--- config.mk ---
export PLATFORM = sky130hd
export DESIGN_NAME = flit_serializer_param
export DESIGN_NICKNAME = d
export VERILOG_FILES = /design/src/rtl/flit_serializer_param.sv
export SDC_FILE = /design/constraint.sdc
export NUM_CORES = 1
export LEC_CHECK = 0
export ABC_CLOCK_PERIOD_IN_PS = 2250
export BUFFER_PORTS_ARGS = -buffer_cell sky130_fd_sc_hd__buf_2
export CAP_MARGIN = 20
export CORE_ASPECT_RATIO = 0.9
export CORE_UTILIZATION = 42
export CTS_CLUSTER_DIAMETER = 60
export CTS_CLUSTER_SIZE = 40
export DETAILED_ROUTE_END_ITERATION = 10
export PLACE_DENSITY = 0.6
export SKIP_CTS_REPAIR_TIMING = 1
export SLEW_MARGIN = 25
export SYNTH_ARGS = -nofsm -noshare
export SYNTH_HDL_FRONTEND = slang
export SYNTH_SLANG_ARGS = --single-unit
--- constraint.sdc ---
create_clock -name clk -period 2.25 [get_ports clk]
set_input_delay 0.225 -clock clk [delete_from_list [all_inputs] [get_ports clk]]
set_output_delay 0.225 -clock clk [all_outputs]
set_load 0.1 [all_outputs]
--- src/rtl/flit_serializer_param.sv ---
// flit_serializer_param: breaks whole flits into LANE_W-bit beats for a narrow
// link. An active flit (cur) drains beat by beat while a one-flit holding
// register (nxt) absorbs the next flit, so back-to-back flits leave no bubbles.
module flit_serializer_param #(
  parameter int FLIT_W    = 64,
  parameter int LANE_W    = 4,
  parameter int VC_W      = 2,
  parameter int MSB_FIRST = 0
) (
  input  logic              clk,
  input  logic              rst_n,
  input  logic [FLIT_W-1:0] in_data,
  input  logic [VC_W-1:0]   in_vc,
  input  logic              in_valid,
  output logic              in_ready,
  output logic [LANE_W-1:0] out_data,
  output logic [VC_W-1:0]   out_vc,
  output logic              out_valid,
  output logic              out_last,
  input  logic              out_ready,
  output logic              busy
);

  localparam int BEATS = FLIT_W / LANE_W;
  localparam int CNT_W = $clog2(BEATS);

  logic [FLIT_W-1:0] cur, nxt;
  logic [VC_W-1:0]   cur_vc, nxt_vc;
  logic [CNT_W-1:0]  cnt;
  logic              act, nxt_full;

  logic [BEATS-1:0][LANE_W-1:0] cur_beats;
  logic [CNT_W-1:0]             sel;
  logic                         xfer, last, cur_free, accept;

  // Beat view of the active flit; beat index follows the configured order.
  assign cur_beats = cur;
  assign sel       = (MSB_FIRST != 0) ? (CNT_W'(BEATS - 1) - cnt) : cnt;

  // in_ready depends on state only, so no combinational path from in_valid
  // or out_ready reaches it.
  assign in_ready  = !nxt_full;
  assign accept    = in_valid && in_ready;
  assign last      = act && (cnt == CNT_W'(BEATS - 1));
  assign xfer      = act && out_ready;
  assign cur_free  = !act || (xfer && last);

  assign out_valid = act;
  assign out_last  = last;
  assign out_vc    = cur_vc;
  assign out_data  = act ? cur_beats[sel] : '0;
  assign busy      = act || nxt_full;

  // Beat counter plus active/holding register hand-off; a pending flit in nxt
  // always beats a fresh one so flit order is preserved.
  always_ff @(posedge clk or negedge rst_n) begin
    if (!rst_n) begin
      cur      <= '0;
      cur_vc   <= '0;
      nxt      <= '0;
      nxt_vc   <= '0;
      cnt      <= '0;
      act      <= 1'b0;
      nxt_full <= 1'b0;
    end else begin
      if (xfer) cnt <= last ? '0 : cnt + 1'b1;
      if (cur_free) begin
        if (nxt_full) begin
          cur      <= nxt;
          cur_vc   <= nxt_vc;
          act      <= 1'b1;
          nxt_full <= 1'b0;
        end else if (accept) begin
          cur    <= in_data;
          cur_vc <= in_vc;
          act    <= 1'b1;
        end else begin
          act <= 1'b0;
        end
      end else if (accept) begin
        nxt      <= in_data;
        nxt_vc   <= in_vc;
        nxt_full <= 1'b1;
      end
    end
  end

endmodule

[After elaboration in Yosys (flattened, before gate mapping)]
Index checks and enable logic that the tools add are counted.
Storage, ports and cells
  bits in registers: 138
  input bits: 70
  output and inout bits: 10
Operators by class
  $add $sub $neg: 1
  magnitude comparators: 1
  equal/unequal tests: 1
  mux-type cells: 12
  bitwise gates (word level): 1
  reductions and logical operators: 12
Operators with widths (number)
  2-to-1 mux 64 bit: 2
  binary-select mux 4 bit (select 4 bit): 1
  2-to-1 mux 4 bit: 3
  less-than comparator 4 x 5 -> 1 bit, second input constant: 1
  adder 4 x 1 -> 4 bit, second input constant: 1
  equality test 4 bit, second input constant: 1
  logical AND 1 bit: 4
  2-to-1 mux 1 bit: 4
  2-to-1 mux 2 bit: 2
  AND reduction 2 bit: 2
  nonzero test 2 bit: 2
  zero test 1 bit: 2
  logical OR 1 bit: 2
  NOT 1 bit: 1

[Depth between registers and ports, before layout]
  word-level depth: 6
  depth in mapped cells: 7

[Worst setup path before layout]
OpenSTA, ideal clock, no wires.
  path type: register to output
  start: register act, in the netlist out_valid
  end: output out_data[1]
  arrival time: 3.156 ns
  setup slack: -1.131 ns
  cell stages (with the launch flop): 6
  path buffers: 2
  path through: dfrtp_1 > buf_2 > and2_1 > clkbuf_1 > a32oi_1 > o211ai_1
On the way
  cells in the longest elaborated chain, start to end: 1
RTL lines
  start, declared: RTL line 30  | logic act, nxt_full;
  start signal, assigned: RTL line 63  | act <= 1'b0;
  start signal, assigned: RTL line 71  | act <= 1'b1;
  start signal, assigned: RTL line 76  | act <= 1'b1;
  2-to-1 mux 4 bit: RTL line 51  | assign out_data = act ? cur_beats[sel] : '0;
  end, declared: RTL line 16  | output logic [LANE_W-1:0] out_data,
No other way between the ends.

[Worst setup path after layout]
  start: register cnt[0]
  end: output out_data[0]
On the way
  cells in the longest elaborated chain, start to end: 3
RTL lines
  start, declared: RTL line 29  | logic [CNT_W-1:0] cnt;
  start signal, assigned: RTL line 66  | if (xfer) cnt <= last ? '0 : cnt + 1'b1;
  binary-select mux 4 bit (select 4 bit): RTL line 51
  2-to-1 mux 4 bit (not written as such): RTL line 51
  2-to-1 mux 4 bit: RTL line 51
No other way between the ends. The select of a mux whose other input is x is not followed.

==> impl_metrics.yaml <==
cells_and_area:
  fillerInstances: 1272
  layout.nets: 659
  number_of_antenna_repair_diodes: 0
  layout.cell_area.non_filler_um2: 7730
  synthToLayoutAreaGrowth_pct: 22.5
  final_layout_size_suffix_gt1_share_pct: 36.3
sta:
  setup-tns-final_ns: -0.422
  final_min_period_over_clock_period_pct: 107
  timing_worst_slew_pin_value_ns: 0.589
  clock_skew_ns: 0.00902
  maxClockFrequency_ghz: 0.417
  min_period_ns: 2.40
  report.final.setup_viol: 4
  maxSlewViolCount: 0
  rsz0062_at_grt: "yes"
  max_slew_margin_pct: 60.8
  final_hold_fails: 0
  finalWorstSetupSlack_ns: -0.146
setup_path:
  timing.critical_path.fanout_max: 5
  critPathLaunchType: "register"
  crit_path_end_kind: "primary output"
  timing.setup.critical_path_class: "reg -> out"
  r2r.worst_path.cells: 8
  worst_ep_required_time_ns: 2.03
  critPathArrivalTime_ns: 2.17
placed_design:
  placed_area_um2: 7020
  final_estimated_routing_congestion_in_global_placement: 0.824
  portBuffers: 79
  dp_worst_setup_slack_ns: 0.119
  hpwl_um: 9340
min_path:
  holdCritPathClass: "in -> reg"
  whs_path_depth: 2
floorplan:
  die_area_um2: 15500
  fp-row-count: 42
  placeableCoreArea_um2: 14700
  floorplan.io_pins: 80
  floorplan.die.height_um: 118
  start_util_pct: 43.0
  fp.dieW_um: 131
synthesis:
  synth-edff-count: 0
  synth_cells: 508
  netlist-cell-type-count: 29
  synth_fp_nets: 579
  yosys_register_bits: 138
  synthArstFlopShare_pct: 100
  ys_seq_area_share_pct: 54.8
  yosysWarnings: 0
  synthesis.area_um2: 6300
  synth_flop_cell: "dfrtp_1"
  synthesis.area_per_instance_um2: 12.4
grt:
  leftover_overflow_at_the_end_of_global_routing: 0
  grt_first_pass_wirelength_um: 21800
  grt_start_max_net_pins: 81
  grt_pass1_vias: 4323
  track_usage_pct: 18.2
  initial_antenna_violation_count: 0
flow_run:
  drv_cap: 0
clock_network:
  max-clock-path-buffers: 2
  cts_inserted_buffers: 17
  clk_pin_slew_worst_paths_ns: 0.06
  clock_insertion_delay_worst_skew_ns: 0.42
  clock_sink_count: 138
  cts_tree: "built"
  level_count_of_the_clock_h_tree: 4
  cts.root.buffer_cell: "clkbuf_16"
routing:
  vias_per_cell: 5.19
  route.antenna.remaining_nets: 0
  avgRoutedWirePerCell_um: 16.5
  drc: 0
  via_count: 4145
  dr.first_iter.drc_count: 262
  detailedRoute.firstPassIterationCount: 5
  route.final.wire_length_um: 13200
outcome:
  violations: "negative setup slack"
  status: "finished with violations"
power:
  power.leakage_nw: 3.82
  pwr_density_cell_nw_per_um2: 1540
  power.ir.vdd_worst_uv: 1120
worst paths after layout:
check | from | endpoint | slack, ns
worst max-delay path | cnt[0] | out_data[0] | -0.15
worst min-delay path | in_data[54] | nxt[54] | 0.05
worst max register to register | cnt[0] | cur[26] | 0.23
worst min register to register | nxt[28] | nxt[28] | 0.50
max in group asynchronous | rst_n | out_valid | 1.11
min in group asynchronous | rst_n | cur[38] | 0.37
layer usage:
layer | vias up | part of all wire [%] | routed length [um] | global-route usage, %
met5 | - | 0 | 0 | 0
met4 | 0 | 1.4 | 180 | 6.25
met3 | 20 | 4.4 | 574 | 4.93
met2 | 84 | 50 | 6530 | 30.1
met1 | 2067 | 45 | 5870 | 23.1
li1 | 1974 | - | - | -
cell families after synthesis:
group | after synthesis | share of synthesized area [%]
mux | 153 | 28.5
fa+ha+maj | 1 | 0.198
xor+xnor | 1 | 0.139
flops | 138 | 54.8
compound gates | 79 | 6.77
buf+inv | 39 | 3.35
simple gates | 97 | 6.31
flip-flops by register name, summed over array words and instances (netlist names):
signal     count
cnt            4
nxt           64
out_valid      1
out_vc         2
cur           64
nxt_full       1
nxt_vc         2
final cells by class:
type | count | area [um^2] | area share, %
well taps | 198 | 248 | 3.21
clock buffers | 19 | 443 | 5.73
flip-flops and latches | 138 | 3460 | 44.8
multi-input cells | 331 | 2670 | 34.5
clock inverters | 13 | 199 | 2.57
inverters | 1 | 3.75 | 0.0486
repair buffers | 99 | 703 | 9.10
placed cells by master, fill, tap and decap left out, types with 3 or more instances in the layout:
cell	n
a21oi_1	67
buf_12	8
buf_2	73
buf_4	11
buf_6	4
bufinv_16	5
clkbuf_16	18
clkinv_2	5
dfrtp_1	134
mux2_2	67
mux2i_1	71
mux4_2	11
nand2_1	11
nand3_1	6
nand4_1	5
nor2_1	69
o211ai_1	3
synth_stat cells, types with 2 or more instances:
library cell  number  area [um^2]
o211ai_1           3         22.5
nand4_1            5         31.3
mux2i_1           72          721
nor2_1            69          259
nor2b_1            2         12.5
buf_2             19         95.1
dfrtp_1          138         3450
a32oi_1            3         26.3
o21ai_0            2         10.0
nand2_1           11         41.3
mux4_2             9          203
clkbuf_1           9         33.8
mux2_2            68          766
buf_4              9         67.6
a21oi_1           67          335
nand3_1            6         30.0
mux4_1             4          105
worst max-delay path, cell delays in order (launching register included):
cell,delay [ns]
dfrtp_2,0.43
buf_6,0.14
mux4_2,0.49
mux2_4,0.28
a22o_4,0.24
buf_12,0.17
where the power goes:
group | switching (mW) | internal, mW | total [mW] | leakage, nW
clock | 1.03 | 1.99 | 3.01 | 0.312
combinational | 2.34 | 2.09 | 4.43 | 1.88
sequential | 0.738 | 3.72 | 4.45 | 1.63
stage by stage:
stage / power, mW / std cells / util, % / hold WS [ns]
floorplan: 7.35 / 508 / - / -0.0706
global placement: 8.59 / 766 / 47.9 / 0.239
detailed placement: 8.74 / 766 / 47.9 / 0.241
CTS: 11.8 / 798 / 52.2 / -0.203
global route: 12.6 / 799 / 52.7 / 0.0409
finish: 11.9 / 799 / 52.7 / 0.0517
No activity file was read; power rests on OpenSTA's default activity.
